**src/rtl/mont_exit_pkg.sv**
```systemverilog
// mont_exit_pkg: shared widths and FSM encoding for the RSA datapath
package mont_exit_pkg;
  localparam int DEF_W = 32;
  localparam int DEF_LW = 8;
  typedef enum logic [1:0] {IDLE, RUN, FIX, DONE} state_t;
endpackage

```
**src/rtl/mont_exit_red_step.sv**
```systemverilog
// mont_red_step: one Montgomery halving step, t_out = (t_in + (t_in odd ? n : 0)) / 2; ports t_in[W:0], n[W-1:0] -> t_out[W:0]
module mont_red_step #(
  parameter int W = 32
) (
  input  logic [W:0]   t_in,
  input  logic [W-1:0] n,
  output logic [W:0]   t_out
);
  logic [W+1:0] s;
  always_comb begin
    s = {1'b0, t_in} + (t_in[0] ? {2'b0, n} : '0);
    t_out = (W+1)'(s >> 1);
  end
endmodule

```
**src/rtl/mont_exit.sv**
```systemverilog
// mont_exit: bit-serial md_out = num_in * 2^-len mod modulus; clk/rstn, start/len/num_in/modulus in, busy/done/err/md_out out
module mont_exit
  import mont_exit_pkg::*;
#(
  parameter int W = DEF_W,
  parameter int LW = DEF_LW
) (
  input  logic          clk,
  input  logic          rstn,
  input  logic          start,
  input  logic [LW-1:0] len,
  input  logic [W-1:0]  num_in,
  input  logic [W-1:0]  modulus,
  output logic          busy,
  output logic          done,
  output logic          err,
  output logic [W-1:0]  md_out
);
  state_t state, nxt;
  logic [W:0] t, t_nxt, diff;
  logic [W-1:0] n_r;
  logic [LW-1:0] cnt, len_s;
  mont_red_step #(.W(W)) u_step (.t_in(t), .n(n_r), .t_out(t_nxt));
  always_comb begin
    len_s = (len > LW'(W)) ? LW'(W) : len;
    diff = t - {1'b0, n_r};
    busy = state != IDLE;
    done = state == DONE;
    nxt = state;
    case (state)
      IDLE: nxt = start ? ((!modulus[0] || len_s == '0) ? FIX : RUN) : IDLE;
      RUN:  nxt = (cnt == LW'(1)) ? FIX : RUN;
      FIX:  nxt = DONE;
      DONE: nxt = IDLE;
      default: nxt = IDLE;
    endcase
  end
  always_ff @(posedge clk or negedge rstn) begin
    if (!rstn) begin
      state <= IDLE;
      t <= '0;
      n_r <= '0;
      cnt <= '0;
      err <= 1'b0;
      md_out <= '0;
    end else begin
      state <= nxt;
      if (state == IDLE && start) begin
        t <= {1'b0, num_in};
        n_r <= modulus;
        cnt <= len_s;
        err <= 1'b0;
      end
      if (state == RUN) begin
        t <= t_nxt;
        cnt <= cnt - 1'b1;
      end
      if (state == FIX) begin
        err <= ~n_r[0];
        // t < 2N after the loop, so the borrow bit alone decides t >= N
        md_out <= !n_r[0] ? '0 : (diff[W] ? t[W-1:0] : diff[W-1:0]);
      end
    end
  end
endmodule

```
**config.mk**
```make
export PLATFORM = sky130hd
export DESIGN_NAME = mont_exit
export DESIGN_NICKNAME = d
export VERILOG_FILES = /design/src/rtl/mont_exit_pkg.sv /design/src/rtl/mont_exit_red_step.sv /design/src/rtl/mont_exit.sv
export SDC_FILE = /design/constraint.sdc
export NUM_CORES = 1
export LEC_CHECK = 0
export ABC_AREA = 0
export CAP_MARGIN = 20
export CORE_MARGIN = 3
export CORE_UTILIZATION = 25
export CTS_BUF_LIST = sky130_fd_sc_hd__clkbuf_8
export DETAILED_ROUTE_END_ITERATION = 12
export DONT_BUFFER_PORTS = 1
export PLACE_DENSITY = 0.42
export SLEW_MARGIN = 0
export SYNTH_ARGS = -nofsm -noshare
export SYNTH_HDL_FRONTEND = slang
export SYNTH_SLANG_ARGS = --single-unit
```
**constraint.sdc**
```tcl
create_clock -name clk -period 3.8 [get_ports clk]
set_input_delay 1.14 -clock clk [delete_from_list [all_inputs] [get_ports clk]]
set_output_delay 1.14 -clock clk [all_outputs]
set_load 0.005 [all_outputs]
```
==> run metrics <==
largest net degree at the start of global routing 109; Sequential Area 0.00270 mm²; total core area between 0.03 and 0.04 mm²; Die W 186 µm; worst hold slack just over 0.4 ns; Worst setup SP type flip-flop; Critical Path AT 3.84 ns; H-tree depth 3; Top FF cell, synth dfrtp_1; dpl hpwl 20,700 µm; gr ovfl total 0; setup tns final 0 ns; Synth top area share 33.4%; reg2reg end md_out[25]; maximum fanout count along the critical path 7; footprint of the multi-input gates 0.00500 mm²; initial drt markers 451; WS Path Type flip-flop to flip-flop; post-synthesis cell area between 0.008 and 0.009 mm²; Die Y 186 µm; fmax 284 MHz; Worst-Margin Slew between 0.8 and 0.9 ns; Area growth, synth to finish 8.34%; Post-synth EDFFs 0; Syn. warnings 0; DRC viols 0; Final setup viols 0; top cells by area, synth dfrtp_1 (33%), ha_1 (10%), o21ai_0 (7.4%); buffer count from post-CTS setup fixing 0; unrepaired setup endpoints after global routing no; port bufs 0; initial core utilization 25.5%; Tmin final roughly 3.5 ns; Synth Instances 966; routed length per instance ~20 µm; clock sink total 108; Worst R2R Start t[0]; Final Max Slew Viols 0; Tcrit/Tclk final 92.7%; Critical Path Sink md_out[25]; initial antenna violation count 3; Syn Area/Cell 8.39 µm²; Fill cells 3,451; CTS tree built; Clock Latency Late Sink 0.43 ns; final clock skew 0.0189 ns; Via-to-Cell Ratio 5.21; row count 65; sequential share of the synthesized area between 30% and 40%; final WL about 27,000 µm; final hold violation count 0; Synth cell types 73; synthesized flop and latch total about 110; share of layout cells above drive strength 1 5.68%; GP Congestion 0.862; Layout Nets 1,089; endpoint type of the worst setup path flip-flop; worst rel slew slack 44.1%; Hold WC Path Type input pin to async pin; Clock Path Buffers 2; max cap viols 0; R2R cell count 11; run status finished, final reports clean; GRT Resource Usage Total about 16%; cts repair resizes 0; Initial DRT Pass Iterations 5; r2r setup slk approximately 0.28 ns; via count between 7,000 and 8,000; Required @ worst endpoint 4.12 ns; hold_buf cts 0; vias in the first global route 6,997; Mapped Nets 1,109; crit path launch t[0]; clk root buf clkbuf_8; antenna viol nets, final 0; Inserted Clock Buffers 9; Synth area leader dfrtp_1; first-pass GRT wire length 41,800 µm; I/O pin count 110; clk slew on worst S/H paths 0.13 ns; die area between 0.03 and 0.04 mm²; asr flop ratio synth 100%
-- worst max-delay path, stage by stage, from the launching register on --
cell and delay (ns):
dfrtp_1 0.39, inv_1 0.10, ha_1 0.24, fa_1 0.40, nand2b_1 0.18, a21oi_1 0.30
o21ai_2 0.18, o211ai_2 0.29, a211oi_1 0.16, or4_1 0.68, and3_1 0.26, a221o_1 0.25
-- flip-flops by register name (all words and copies together), names as in the netlist --
signal,cells
cnt,8
err,1
md_out,32
n_r,32
state,2
t,33
-- through the flow --
step / setup slack (ns) / area [µm²] / instances / utilization (%)
floorplan: 0.617 / 8100 / 966 / -
global placement: 0.360 / 8540 / 1336 / 26.9
finish: 0.277 / 8780 / 1354 / 27.7
global route: 0.0896 / 8780 / 1354 / 27.7
detailed placement: 0.314 / 8570 / 1337 / 27.0
CTS: 0.293 / 8770 / 1353 / 27.7
-- cells in the final DEF (no fill, tap or decap), types with 4 or more instances in the layout --
| cell type | count |
|---|---|
| a211oi_1 | 7 |
| a21o_1 | 18 |
| a21oi_1 | 72 |
| a221o_1 | 6 |
| a22oi_1 | 25 |
| a311oi_1 | 5 |
| a31oi_1 | 7 |
| and2_1 | 4 |
| and3_1 | 8 |
| buf_4 | 14 |
| clkbuf_8 | 9 |
| dfrtp_1 | 108 |
| ha_1 | 66 |
| inv_1 | 55 |
| mux2i_1 | 24 |
| nand2_1 | 117 |
| nand2b_1 | 14 |
| nand3_1 | 21 |
| nand4_1 | 4 |
| nor2_1 | 70 |
| nor3_1 | 14 |
| nor3b_1 | 4 |
| o211ai_1 | 8 |
| o21a_1 | 4 |
| o21ai_0 | 120 |
| o21bai_1 | 9 |
| o31ai_1 | 8 |
| xnor2_1 | 32 |
| xor2_1 | 21 |
-- Yosys cell counts (9+ instances only) --
cell type / instances
o21ai_0: 120
ha_1: 66
nand2_1: 117
inv_1: 55
o21bai_1: 9
nand2b_1: 14
a21oi_1: 72
nor3_1: 14
a22oi_1: 25
nand3_1: 21
xnor2_1: 32
xor2_1: 21
dfrtp_1: 108
mux2i_1: 24
nor2_1: 71
clkbuf_1: 33
a21o_1: 18
-- kinds of logic (layout without fill, tap and decap cells) --
logic type	count (synthesis)	after routing	share of synthesized area, %
AO/OA/AOI/OAI	337	337	27.1
AND/OR/NAND/NOR	274	274	15.1
flip-flops	108	108	33.4
buffers and inverters	102	87	5.08
adder cells (fa/ha/maj)	68	68	10.7
XOR/XNOR	53	53	5.73
multiplexers	24	24	2.97
other	0	1	0
-- final cells by class --
class                      instances  share of cell area (%)
sequential                       108                    30.8
clock buffer                       9                    1.41
timing repair buffer              16                    1.74
antenna                            1                  0.0285
multi-input combinational        756                    57.0
tap                              402                    5.73
clock inverter                     7                   0.941
inverter                          55                    2.35
-- layer usage --
| layer | part of all wire (%) | vias to the layer above | global-route usage [%] |
|---|---|---|---|
| met2 | 44 | 148 | 23.9 |
| met1 | 48 | 3432 | 22.4 |
| met3 | 6.9 | 26 | 4.20 |
| li1 | - | 3439 | - |
| met4 | 1.7 | 4 | 4.59 |
| met5 | 0.15 | - | 0 |
-- how the worst min path moves through the flow --
stage | start | endpoint | slack, ns | depth (start not counted)
global route | rstn | state[0] | 0.37 | 0
detailed placement | cnt[7] | cnt[7] | 0.48 | 1
global placement | cnt[7] | cnt[7] | 0.47 | 1
finish | rstn | state[0] | 0.40 | 0
CTS | rstn | state[0] | 0.36 | 0
floorplan | cnt[7] | cnt[7] | 0.45 | 1
Power is not shown: default switching activity piles up to over one toggle a cycle in this logic, so the estimate is an artifact.
